### config.mk
export PLATFORM = sky130hd
export DESIGN_NAME = dma_controller
export DESIGN_NICKNAME = d
export VERILOG_FILES = /design/src/rtl/dma_controller.sv
export SDC_FILE = /design/constraint.sdc
export NUM_CORES = 1
export LEC_CHECK = 0
export ABC_AREA = 0
export BUFFER_PORTS_ARGS = -buffer_cell sky130_fd_sc_hd__buf_4
export CELL_PAD_IN_SITES_DETAIL_PLACEMENT = 1
export CELL_PAD_IN_SITES_GLOBAL_PLACEMENT = 1
export CORE_ASPECT_RATIO = 0.6
export CORE_UTILIZATION = 34
export CTS_BUF_LIST = sky130_fd_sc_hd__clkbuf_16
export DETAILED_ROUTE_END_ITERATION = 16
export PLACE_DENSITY_LB_ADDON = 0.25
export SYNTH_ARGS = -nofsm -noshare
export SYNTH_HDL_FRONTEND = slang
export SYNTH_SLANG_ARGS = --single-unit
### constraint.sdc
create_clock -name clk -period 1.88 [get_ports clk]
set_clock_uncertainty 0.1 [all_clocks]
set_input_delay 0.282 -clock clk [delete_from_list [all_inputs] [get_ports clk]]
set_output_delay 0.282 -clock clk [all_outputs]
set_load 0.01 [all_outputs]
### src/rtl/dma_controller.sv
// dma_controller: bus-master DMA engine that copies 4-word blocks from the
// external device into memory once the CPU has granted the bus.
//
// Handshake: a command is taken on any cycle where cmd_valid=1 and the engine
// is idle; there is no ready signal, so commands arriving while busy are
// dropped silently. br/bg is a level handshake: br stays high for the whole
// transfer, and memory writes only advance on cycles where bg=1.
module dma_controller #(
  parameter int WORD_SIZE      = 16,
  parameter int DEVICE_BIT_LEN = 2,
  parameter int MAX_BLOCKS     = 3,
  parameter int WRITE_LATENCY  = 4
) (
  input  logic                   clk,
  input  logic                   reset,
  input  logic                   cmd_valid,
  input  logic [WORD_SIZE-1:0]   cmd_addr,
  input  logic [WORD_SIZE-1:0]   cmd_length,
  output logic                   cmd_err,
  output logic                   br,
  input  logic                   bg,
  output logic [DEVICE_BIT_LEN-1:0] offset,
  input  logic [4*WORD_SIZE-1:0] dev_data,
  output logic [WORD_SIZE-1:0]   mem_addr,
  output logic [4*WORD_SIZE-1:0] mem_wdata,
  output logic                   mem_write,
  output logic                   dma_end,
  output logic [2:0]             dbg_state
);

  localparam int CW = $clog2(MAX_BLOCKS + 1);
  localparam int LW = $clog2(WRITE_LATENCY + 1);

  typedef enum logic [2:0] {
    S_IDLE    = 3'd0,
    S_REQ     = 3'd1,
    S_SETUP   = 3'd2,
    S_CAPTURE = 3'd3,
    S_WRITE   = 3'd4,
    S_DONE    = 3'd5
  } state_t;

  state_t               state;
  logic [WORD_SIZE-1:0] base;
  logic [CW-1:0]        nblocks;
  logic [CW-1:0]        blk_cnt;
  logic [CW-1:0]        blk_next;
  logic [LW-1:0]        lat_cnt;
  logic                 cmd_ok;
  logic                 last_wr;

  // Length must be a whole number of blocks and fit in the device.
  assign cmd_ok = (cmd_length[1:0] == 2'b00) &&
                  (cmd_length >= WORD_SIZE'(4)) &&
                  (cmd_length <= WORD_SIZE'(4 * MAX_BLOCKS));

  assign blk_next = blk_cnt + CW'(1);
  assign last_wr  = bg && (lat_cnt == LW'(WRITE_LATENCY - 1));

  // Write strobe drops in the same cycle bg is withdrawn, so it is gated
  // combinationally rather than registered.
  assign mem_write = (state == S_WRITE) && bg;
  assign dbg_state = state;

  // Transfer sequencer with registered outputs.
  always_ff @(posedge clk) begin
    if (reset) begin
      state     <= S_IDLE;
      base      <= '0;
      nblocks   <= '0;
      blk_cnt   <= '0;
      lat_cnt   <= '0;
      br        <= 1'b0;
      offset    <= '1;
      mem_addr  <= '0;
      mem_wdata <= '0;
      cmd_err   <= 1'b0;
      dma_end   <= 1'b0;
    end else begin
      cmd_err <= 1'b0;
      dma_end <= 1'b0;
      case (state)
        S_IDLE: begin
          if (cmd_valid) begin
            if (cmd_ok) begin
              base    <= cmd_addr;
              nblocks <= CW'(cmd_length >> 2);
              blk_cnt <= '0;
              br      <= 1'b1;
              state   <= S_REQ;
            end else begin
              cmd_err <= 1'b1;
            end
          end
        end
        S_REQ: begin
          if (bg) begin
            offset <= DEVICE_BIT_LEN'(blk_cnt);
            state  <= S_SETUP;
          end
        end
        S_SETUP: begin
          // Device data is combinational from offset; give it one cycle.
          state <= S_CAPTURE;
        end
        S_CAPTURE: begin
          mem_wdata <= dev_data;
          mem_addr  <= base + (WORD_SIZE'(blk_cnt) << 2);
          lat_cnt   <= '0;
          state     <= S_WRITE;
        end
        S_WRITE: begin
          if (bg) begin
            if (last_wr) begin
              blk_cnt <= blk_next;
              if (blk_next == nblocks) begin
                br      <= 1'b0;
                offset  <= '1;
                dma_end <= 1'b1;
                state   <= S_DONE;
              end else begin
                offset <= DEVICE_BIT_LEN'(blk_next);
                state  <= S_SETUP;
              end
            end else begin
              lat_cnt <= lat_cnt + LW'(1);
            end
          end
        end
        S_DONE: begin
          state <= S_IDLE;
        end
        default: begin
          state <= S_IDLE;
        end
      endcase
    end
  end

endmodule
==> results.yml <==
status:
  status: "complete, no violations"
detailed_routing:
  drt_first_iter_violations: 209
  detail_route.wirelength_mm: 14.2
  detail_route.drc_violations: 0
  routed_via_density: 4.93
  wl_per_cell_um: 15.7
  route.antenna.remaining_nets: 0
  dr_total_vias: 4471
  drt-pass1-iter-count: 4
power_and_ir_drop:
  fraction_of_power_consumed_by_the_clock_network: 0.410
  logic_gate_share_of_total_power: 0.059
  sw_frac_of_total: 0.225
  static-leakage-power_nw: 2.60
  power.share.sequential: 0.531
  power.internal_mw: 3.43
  max-vdd-ir-drop_mv: 0.369
  cellPowerDensity_nw_per_um2: 669
  p_switching_uw: 996
layout:
  nNetsFinal: 837
  area_growth_pct: 41.9
  layout.filler_cells: 1576
  drive_above_1_share: 0.326
  diodes: 0
  finalNonFillerCells: 907
  final_util: 0.505
floorplanning:
  die_h_um: 92.7
  core.rowCount: 32
  area_of_the_core_region_um2: 13100
  initial_utilization: 0.356
  num_io_pins: 189
  chipWidth_um: 153
  die_area_um2: 14200
timing:
  holdWs_ns: 0.0796
  period_share: 0.938
  worst-slew-pin-transition_ns: 0.418
  fmaxAchievable_mhz: 567
  fin_crit_ns: 1.76
  rsz0062_at_grt: "false"
  timing.slew.headroom: 0.718
  slew_viol_final: 0
  layout_setup_ws_ns: 0.117
  setup-violations-final: 0
  final-hold-violation-count: 0
  setup_tns_ns: 0
clock_network:
  clock-sinks: 111
  worst_setup_hold_path_clk_slew_ns: 0.08
  numCtsBuffers: 9
  clock_latency_ns: 0.34
  clock_tree.htree_level_count: 3
  max-clock-path-buffers: 2
  root_buffer: "sky130_fd_sc_hd__clkbuf_16"
  tritoncts: "done"
  hold_buffers: 0
critical_path:
  worst_setup_path_startpoint: "dbg_state[2]"
  critPathSlowestCell: "sky130_fd_sc_hd__dfxtp_4"
  worstRegToRegCells: 5
  critPathLaunchType: "flop"
  end_kind: "output pin"
  timing.critical_path.cells: "nor3b_4 -> and2_1 -> buf_4"
  worstReg2RegStart: "blk_cnt[1]"
  max_stage_delay_on_crit_path_ns: 0.43
  worst-path-max-fanout: 13
  cp.required_ns: 1.50
  setup.worst_path.class: "reg2out"
  arrival_ns: 1.38
  setup.reg_to_reg.worst_slack_ns: 0.13
global_route:
  first_global_vias: 4408
  grt_max_degree: 57
  grt.overflow.total: 0
  global_route_wire_length_before_repair_mm: 22.8
  initial_antenna_violation_count: 0
  grt_use_total: 0.202
yosys:
  synth.area.top_cells: "sky130_fd_sc_hd__dfxtp_1 48%, sky130_fd_sc_hd__nand2_1 12%, sky130_fd_sc_hd__a21oi_1 8.3%, sky130_fd_sc_hd__nand2b_1 5.6%, sky130_fd_sc_hd__mux2i_1 4.3%"
  netlist-cell-type-count: 49
  yosys_most_used_dff: "sky130_fd_sc_hd__dfxtp_1"
  synthesis.yosys.warnings: 0
  postSynth.asyncResetShare: 0
  mappedNetlistNets: 656
  yosysSeqAreaShare: 0.476
  post_synth_instance_area_um2: 4660
  post-synth-top-area-cell: "sky130_fd_sc_hd__dfxtp_1"
  synth_edf_count: 0
  synthesis.area_per_instance_um2: 8.47
  yosysTopAreaCellShare: 0.476
  synthCells: 551
  ys_seq_elements: 111
worst_hold_path:
  hold_depth: 3
  min_from: "dev_data[9]"
  hold_path_class: "in2reg"
place:
  io_buffer_count: 188
  place_worst_setup_slack_ns: 0.0869
  place.detailed.instances: 891
  finalWeightedCongestion: 0.849
  detailedPlacementHpwl_mm: 10.8
flow_run:
  total_of_max_cap_violations: 0
flip-flops by register name (all words and copies together), names as in the netlist:
name and count:
offset 2, nblocks 2, mem_wdata 64, lat_cnt 3
blk_cnt 2, mem_addr 16, base 16, dbg_state 3
cmd_err 1, br 1, dma_end 1
repair_timing:
action	4_1_cts	5_1_grt
buffers inserted	0	0
pin swaps	0	0
resized for setup	1	4
endpoints found under the setup margin	1	3
worst max-delay path: cells and delay by family, from the launching register on:
family	cells	cell delay, ns
buf+inv	1	0.13
flops	1	0.43
simple gates	2	0.47
synth_stat cells, types with 7 or more instances:
cell and number:
sky130_fd_sc_hd__nand2_1 144, sky130_fd_sc_hd__dfxtp_1 111, sky130_fd_sc_hd__a21oi_1 77, sky130_fd_sc_hd__nand2b_1 42, sky130_fd_sc_hd__clkbuf_1 20, sky130_fd_sc_hd__mux2i_1 20
sky130_fd_sc_hd__nor2_1 19, sky130_fd_sc_hd__buf_2 14, sky130_fd_sc_hd__a211oi_1 9, sky130_fd_sc_hd__nor2b_1 8, sky130_fd_sc_hd__nor3_1 8, sky130_fd_sc_hd__xnor2_1 7
layer usage:
layer,track usage,up-vias,part of all wire
li1,-,2211,-
met4,0.0497,0,0.0064
met2,0.324,138,0.45
met1,0.272,2112,0.49
met5,0,-,0
met3,0.0510,10,0.059
layout make-up:
type | instances | area [µm²] | share of cell area
Sequential cell | 111 | 2230 | 0.337
Tap cell | 170 | 213 | 0.0321
Inverter | 2 | 7.51 | 0.00113
Timing Repair Buffer | 210 | 1650 | 0.250
Clock inverter | 7 | 52.6 | 0.00794
Clock buffer | 9 | 225 | 0.0340
Multi-Input combinational cell | 398 | 2240 | 0.339
path summary, 6_finish.rpt:
kind                                      to
worst max-delay path               mem_write
worst min-delay path            mem_wdata[9]
worst max register to register   mem_addr[7]
worst min register to register   mem_addr[0]
power groups by stage:
stage               registers (mW)  logic, mW  clock network [mW]
finish                        2.35      0.263                1.81
global route                  2.35      0.283                1.97
CTS                           2.35      0.265                1.88
detailed placement            2.41      0.264                   0
global placement              2.41      0.259                   0
floorplan                     2.41     0.0691                   0
through the flow:
step	power, mW	instance area [µm²]
global placement	2.66	6330
global route	4.61	6620
floorplan	2.48	4660
CTS	4.49	6610
detailed placement	2.67	6330
finish	4.43	6620
placed cells by master, fill, tap and decap left out, types with 2 or more instances in the layout:
master,instances
sky130_fd_sc_hd__nand3b_1,2
sky130_fd_sc_hd__dfxtp_1,109
sky130_fd_sc_hd__buf_4,204
sky130_fd_sc_hd__and3_1,2
sky130_fd_sc_hd__o32ai_1,3
sky130_fd_sc_hd__nand4_1,4
sky130_fd_sc_hd__clkbuf_16,9
sky130_fd_sc_hd__nor2b_1,8
sky130_fd_sc_hd__nor3b_1,3
sky130_fd_sc_hd__inv_6,4
sky130_fd_sc_hd__o311a_1,2
sky130_fd_sc_hd__mux2i_1,20
sky130_fd_sc_hd__nand3_1,2
sky130_fd_sc_hd__nand2b_1,42
sky130_fd_sc_hd__nor2_1,19
sky130_fd_sc_hd__xnor2_1,7
sky130_fd_sc_hd__a311oi_1,3
sky130_fd_sc_hd__inv_1,3
sky130_fd_sc_hd__ha_1,4
sky130_fd_sc_hd__o211ai_1,2
sky130_fd_sc_hd__o21ai_0,6
sky130_fd_sc_hd__nand2_1,144
sky130_fd_sc_hd__xor2_1,3
sky130_fd_sc_hd__nor4_1,4
sky130_fd_sc_hd__and2_1,2
sky130_fd_sc_hd__a211oi_1,9
sky130_fd_sc_hd__buf_12,6
sky130_fd_sc_hd__a21oi_1,77
sky130_fd_sc_hd__nor4_2,4
sky130_fd_sc_hd__nor3_1,8
sky130_fd_sc_hd__a211oi_2,2
kinds of logic (layout without fill, tap and decap cells):
group                      after synthesis  after routing  synth area share
and+or+nand+nor                        252            252             0.259
DFF                                    111            111             0.476
AOI/OAI and AO/OA                      110            110             0.137
buffers and inverters                   42            228            0.0467
muxes                                   20             20            0.0429
xor gates and xnor gates                11             11            0.0223
adders and majority gates                5              5            0.0150
No activity file was read; power rests on OpenSTA's default activity.
